[config.mk]
export PLATFORM = sky130hd
export DESIGN_NAME = trace_emitter
export DESIGN_NICKNAME = d
export VERILOG_FILES = /design/src/rtl/trace_pkg.sv /design/src/rtl/trace_fifo.sv /design/src/rtl/trace_emitter.sv
export SDC_FILE = /design/constraint.sdc
export NUM_CORES = 1
export LEC_CHECK = 0
export CAP_MARGIN = 20
export CORE_UTILIZATION = 28
export DETAILED_ROUTE_END_ITERATION = 6
export GPL_TIMING_DRIVEN = 1
export SYNTH_ARGS = -nofsm -noshare
export SYNTH_HDL_FRONTEND = slang
export SYNTH_SLANG_ARGS = --single-unit
[constraint.sdc]
create_clock -name clk_i -period 18.3 [get_ports clk_i]
set_input_delay 4.575 -clock clk_i [delete_from_list [all_inputs] [get_ports clk_i]]
set_output_delay 4.575 -clock clk_i [all_outputs]
set_load 0.05 [all_outputs]
[src/rtl/trace_pkg.sv]
// Shared types for the trace emitter: the record layout, the word order
// used when serialising a record, and the sampler state encoding.
package trace_pkg;

    typedef struct packed {
        logic [31:0] cycle;
        logic [31:0] pc;
        logic [31:0] stall;
        logic [31:0] flush;
    } trace_rec_t;

    localparam logic [1:0] W_CYCLE = 2'd0;
    localparam logic [1:0] W_PC    = 2'd1;
    localparam logic [1:0] W_STALL = 2'd2;
    localparam logic [1:0] W_FLUSH = 2'd3;

    typedef enum logic {
        S_IDLE = 1'b0,
        S_RUN  = 1'b1
    } samp_state_t;

endpackage

[src/rtl/trace_fifo.sv]
// Synchronous record FIFO. Pointers carry one extra wrap bit so that full
// and empty can be told apart. The head entry is read combinationally.
// A push and a pop on the same edge are both honoured, even when full.
module trace_fifo
    import trace_pkg::*;
#(
    parameter int DEPTH = 4
) (
    input  logic       clk_i,
    input  logic       rst_i,
    input  logic       push_i,
    input  trace_rec_t din_i,
    input  logic       pop_i,
    output trace_rec_t head_o,
    output logic       full_o,
    output logic       empty_o
);

    localparam int AW = $clog2(DEPTH);

    trace_rec_t      mem [DEPTH];
    logic [AW:0]     wptr;
    logic [AW:0]     rptr;

    // Storage write; data array is deliberately left out of reset.
    always_ff @(posedge clk_i) begin
        if (push_i) begin
            mem[wptr[AW-1:0]] <= din_i;
        end
    end

    // Pointer advance; reset empties the FIFO.
    always_ff @(posedge clk_i) begin
        if (!rst_i) begin
            wptr <= '0;
            rptr <= '0;
        end else begin
            if (push_i) wptr <= wptr + 1'b1;
            if (pop_i)  rptr <= rptr + 1'b1;
        end
    end

    assign head_o  = mem[rptr[AW-1:0]];
    assign empty_o = (wptr == rptr);
    assign full_o  = (wptr[AW] != rptr[AW]) && (wptr[AW-1:0] == rptr[AW-1:0]);

endmodule

[src/rtl/trace_emitter.sv]
// Cycle/stall/flush tracer for the CPU pipeline. Each sampling edge
// snapshots a record into a small FIFO; records leave as four 32-bit words
// over a valid/ready stream. Records that find the FIFO full are counted.
module trace_emitter
    import trace_pkg::*;
#(
    parameter int DEPTH  = 4,
    parameter int DROP_W = 16
) (
    input  logic              clk_i,
    input  logic              rst_i,
    input  logic              start_i,
    input  logic [31:0]       pc_i,
    input  logic              stall_i,
    input  logic              branch_i,
    input  logic              flush_i,
    output logic              trace_valid_o,
    input  logic              trace_ready_i,
    output logic [31:0]       trace_data_o,
    output logic [1:0]        trace_word_o,
    output logic              trace_last_o,
    output logic [31:0]       cycle_cnt_o,
    output logic [31:0]       stall_cnt_o,
    output logic [31:0]       flush_cnt_o,
    output logic [DROP_W-1:0] drop_cnt_o
);

    function automatic logic [DROP_W-1:0] sat_inc(input logic [DROP_W-1:0] v);
        return (&v) ? v : v + {{(DROP_W-1){1'b0}}, 1'b1};
    endfunction

    samp_state_t       state;
    logic [31:0]       cycle_cnt;
    logic [31:0]       stall_cnt;
    logic [31:0]       flush_cnt;
    logic [DROP_W-1:0] drop_cnt;
    logic [1:0]        word_idx;

    logic       stall_ev;
    logic       flush_ev;
    logic       vld_p0;
    trace_rec_t rec_p0;
    trace_rec_t head;
    logic       fifo_full;
    logic       fifo_empty;
    logic       xfer;
    logic       pop;
    logic       push_ok;
    logic       drop;

    // A taken branch owns the bubble, so it is not charged as a load-use stall.
    assign stall_ev = stall_i && !branch_i;
    assign flush_ev = flush_i;
    assign vld_p0   = start_i;

    // Stall and flush fields include this edge's event; cycle is pre-increment.
    assign rec_p0.cycle = cycle_cnt;
    assign rec_p0.pc    = pc_i;
    assign rec_p0.stall = stall_cnt + {31'd0, stall_ev};
    assign rec_p0.flush = flush_cnt + {31'd0, flush_ev};

    assign xfer    = trace_valid_o && trace_ready_i;
    assign pop     = xfer && (word_idx == W_FLUSH);
    assign push_ok = vld_p0 && (!fifo_full || pop);
    assign drop    = vld_p0 && fifo_full && !pop;

    trace_fifo #(
        .DEPTH (DEPTH)
    ) u_fifo (
        .clk_i   (clk_i),
        .rst_i   (rst_i),
        .push_i  (push_ok),
        .din_i   (rec_p0),
        .pop_i   (pop),
        .head_o  (head),
        .full_o  (fifo_full),
        .empty_o (fifo_empty)
    );

    // Sampler state machine: tracks whether the CPU is running.
    always_ff @(posedge clk_i) begin
        if (!rst_i) begin
            state <= S_IDLE;
        end else begin
            case (state)
                S_IDLE:  if (start_i)  state <= S_RUN;
                S_RUN:   if (!start_i) state <= S_IDLE;
                default: state <= S_IDLE;
            endcase
        end
    end

    // Live counters advance only on sampling edges and wrap at 2^32.
    always_ff @(posedge clk_i) begin
        if (!rst_i) begin
            cycle_cnt <= '0;
            stall_cnt <= '0;
            flush_cnt <= '0;
        end else if (vld_p0) begin
            cycle_cnt <= cycle_cnt + 32'd1;
            stall_cnt <= stall_cnt + {31'd0, stall_ev};
            flush_cnt <= flush_cnt + {31'd0, flush_ev};
        end
    end

    // Dropped-record counter sticks at all-ones.
    always_ff @(posedge clk_i) begin
        if (!rst_i) begin
            drop_cnt <= '0;
        end else if (drop) begin
            drop_cnt <= sat_inc(drop_cnt);
        end
    end

    // Word index walks 0..3 on each transfer and wraps as the head pops.
    always_ff @(posedge clk_i) begin
        if (!rst_i) begin
            word_idx <= W_CYCLE;
        end else if (xfer) begin
            word_idx <= word_idx + 2'd1;
        end
    end

    // Select the current word of the head record.
    always_comb begin
        trace_data_o = head.cycle;
        case (word_idx)
            W_CYCLE: trace_data_o = head.cycle;
            W_PC:    trace_data_o = head.pc;
            W_STALL: trace_data_o = head.stall;
            W_FLUSH: trace_data_o = head.flush;
            default: trace_data_o = head.cycle;
        endcase
    end

    assign trace_valid_o = !fifo_empty;
    assign trace_word_o  = word_idx;
    assign trace_last_o  = (word_idx == W_FLUSH);
    assign cycle_cnt_o   = cycle_cnt;
    assign stall_cnt_o   = stall_cnt;
    assign flush_cnt_o   = flush_cnt;
    assign drop_cnt_o    = drop_cnt;

endmodule

==> flow_summary.ini <==
[sta]
rsz0062_at_grt = false
finalClockSkew_ns = 0.03107
setup_tns_ns = 0
fin_crit_ns = 8.973
final_hold_viol_count = 0
worst_slew_pin_slew_ns = 1.103
maxSlewViolCount = 0
fmax_mhz = 111.4
min_period_over_period_pct = 49.03
slew_headroom_pct = 26.49
setup_viol = 0

[power]
p_leak_nw = 10.00
irDropWorstVdd_mv = 0.05430
power.density_nw_per_um2 = 104.1

[global_route]
grt_max_degree = 82
grtUsageTotal_pct = 15.05
antenna_found_initial = 7
grt_pass1_wl_mm = 103.3
grt-ovfl-total = 0
grt_pass1_vias = 14906

[yosys]
synth_largest_area_cell = edfxtp_1
synth-seq-area-share_pct = 67.97
synth_edf_count = 512
async_flop_share_pct = 0
synth.top_cell.area_share_pct = 58.66
ys_seq_elements = 634
synth_ff_type = edfxtp_1
yosysWarningCount = 0
synth_area_um2 = 26210
synth_area_per_cell_um2 = 15.80
synth_cells = 1659
yosysMostFrequentCell = edfxtp_1
synth_commonest_cells = edfxtp_1, mux4_2, nor2_1, dfxtp_1, xor2_1
synth.area.top_cells = edfxtp_1, mux4_2, dfxtp_1, xor2_1, xnor2_1
synth_nets = 1713
ys_types = 45

[critical_path]
rrSetupSlack_ns = 13.89
r2r_end = u_fifo.mem[3][75]
worst-path-max-fanout = 67
crit_path_end_kind = output pin
path_cells = buf_4 -> mux4_2 -> nor2b_1 -> a21oi_1 -> clkdlybuf4s50_1
crit_family = buffers and inverters
path_buf_inv = 2
crit_slowest_cell = buf_4
critical_path_required_ns = 13.73
critical_path_class = flip-flop to output pin
slowest_delay_ns = 0.97
crit_path_start_kind = flip-flop
r2r-start = trace_word_o[1]
crit_end = trace_data_o[15]
reg2reg_depth = 7
worstPathArrival_ns = 4.40
cp_num_cells = 5

[die]
start_util_pct = 28.42
fp.coreArea_um2 = 92220
die_width_um = 308.0
die_y_um = 308.0
io_pins = 187
die_area_um2 = 94840
fp-row-count = 111

[drt]
vias_per_cell = 4.793
route.detailed.wl_per_inst_um = 23.27
via_count = 14922
ant_nets = 0
firstDrtPassIters = 5
drt_iter0_markers = 1312
totalWireLength_mm = 72.42
drc = 0

[place]
gp_congestion = 0.7949
dp_hpwl_mm = 47.64
placed_area_um2 = 29180
dp_cells = 2986
io_buffers = 186

[clocking]
clk_latency_ns = 0.61
cts-root-buf = clkbuf_16
clkSlewWorstSetupHoldPaths_ns = 0.06
cts_max_level = 3
clk_path_buf_depth = 3
cts_tree = yes
post-cts-setup-buffer-count = 0
cts_resized = 0
hold_buffers = 0
clkSinkCount = 634
cts_made_buffers = 69

[final_layout]
nets = 1868
fin_util_pct = 34.16
finish.instance_area_um2 = 31510
layout-drive-gt1-share_pct = 15.20
syn2layout_area_growth_pct = 20.20
stdcell_count = 3113

[job]
cap_violations = 0

[worst_hold_path]
hp-class = flip-flop to flip-flop

[status]
status = complete, no violations
-- flip-flops by register name, summed over array words and instances, names as in the netlist, named ones only --
signal and flops:
stall_cnt_o 32, u_fifo.mem 512, cycle_cnt_o 32, drop_cnt_o 16
u_fifo.wptr 3, flush_cnt_o 32, u_fifo.rptr 3, trace_word_o 2
-- kinds of logic (layout without fill, tap and decap cells) --
kind of cell             after synthesis  in the layout  share of synthesized area (%)
flip-flops                           634            634                          67.97
AND/OR/NAND/NOR                      448            448                          9.265
XOR/XNOR                             155            155                          5.179
buffers and inverters                139            348                          2.659
multiplexers                         137            137                          11.34
AO/OA/AOI/OAI                        131            131                          2.864
adder cells (fa/ha/maj)               15             15                         0.7160
other                                  0              2                              0
-- stage by stage --
stage               power, mW  setup WS, ns  hold WS (ns)
floorplan               1.805         9.398        0.4919
global placement        1.904         9.820        0.4688
detailed placement      1.907         9.832        0.4771
CTS                     3.316         9.162        0.4895
global route            3.378         8.973        0.5014
finish                  3.280         9.327        0.4877
-- worst min-delay path: stages (launching register included) --
cell     delay [ns]
dfxtp_1        0.32
nand2_1        0.06
mux2i_1        0.05
-- area by class of cell --
class                      instances  area (um^2)
multi-input combinational        886         7722
clock inverter                    34        361.6
fill                            8820        60710
clock buffer                      91         1956
sequential                       634        17820
antenna                            2        5.005
timing repair buffer             208         2022
inverter                          15        58.81
tap                             1243         1555
-- report_power, final --
group | internal [mW] | leakage [nW] | switching, mW
clock network | 0.842 | 1.13 | 0.567
logic | 0.0796 | 3.11 | 0.170
registers | 1.61 | 5.76 | 0.0141
total | 2.53 | 10.0 | 0.751
-- metal layers --
metal,global-route usage (%),share of wire (%),wire length [um]
met5,0,0,0
met4,5.264,2.9,2083
met3,4.968,9.3,6741
met2,24.08,47,34040
met1,18.97,41,29560
-- worst min-delay path by stage --
stage | startpoint | end | slack, ns | cells past startpoint
6_report | drop_cnt_o[7] | drop_cnt_o[7] | 0.49 | 2
2_1_floorplan | cycle_cnt_o[31] | u_fifo.mem[0][127] | 0.49 | 0
4_1_cts | drop_cnt_o[7] | drop_cnt_o[7] | 0.49 | 2
3_5_place_dp | drop_cnt_o[7] | drop_cnt_o[7] | 0.48 | 2
5_1_grt | drop_cnt_o[7] | drop_cnt_o[7] | 0.50 | 2
3_3_place_gp | drop_cnt_o[7] | drop_cnt_o[7] | 0.47 | 2
-- placed cells by master, fill, tap and decap left out, types with 33 or more instances in the layout --
| cell type | instances |
|---|---|
| nor2b_1 | 33 |
| edfxtp_1 | 512 |
| nand2_1 | 61 |
| xnor2_1 | 64 |
| clkdlybuf4s50_1 | 185 |
| clkbuf_16 | 74 |
| a21oi_1 | 81 |
| nand4_1 | 55 |
| xor2_1 | 91 |
| mux4_2 | 128 |
| nand3_1 | 76 |
| nor2_1 | 125 |
| dfxtp_1 | 120 |
Note: power is estimated with default switching activity, not from simulation.
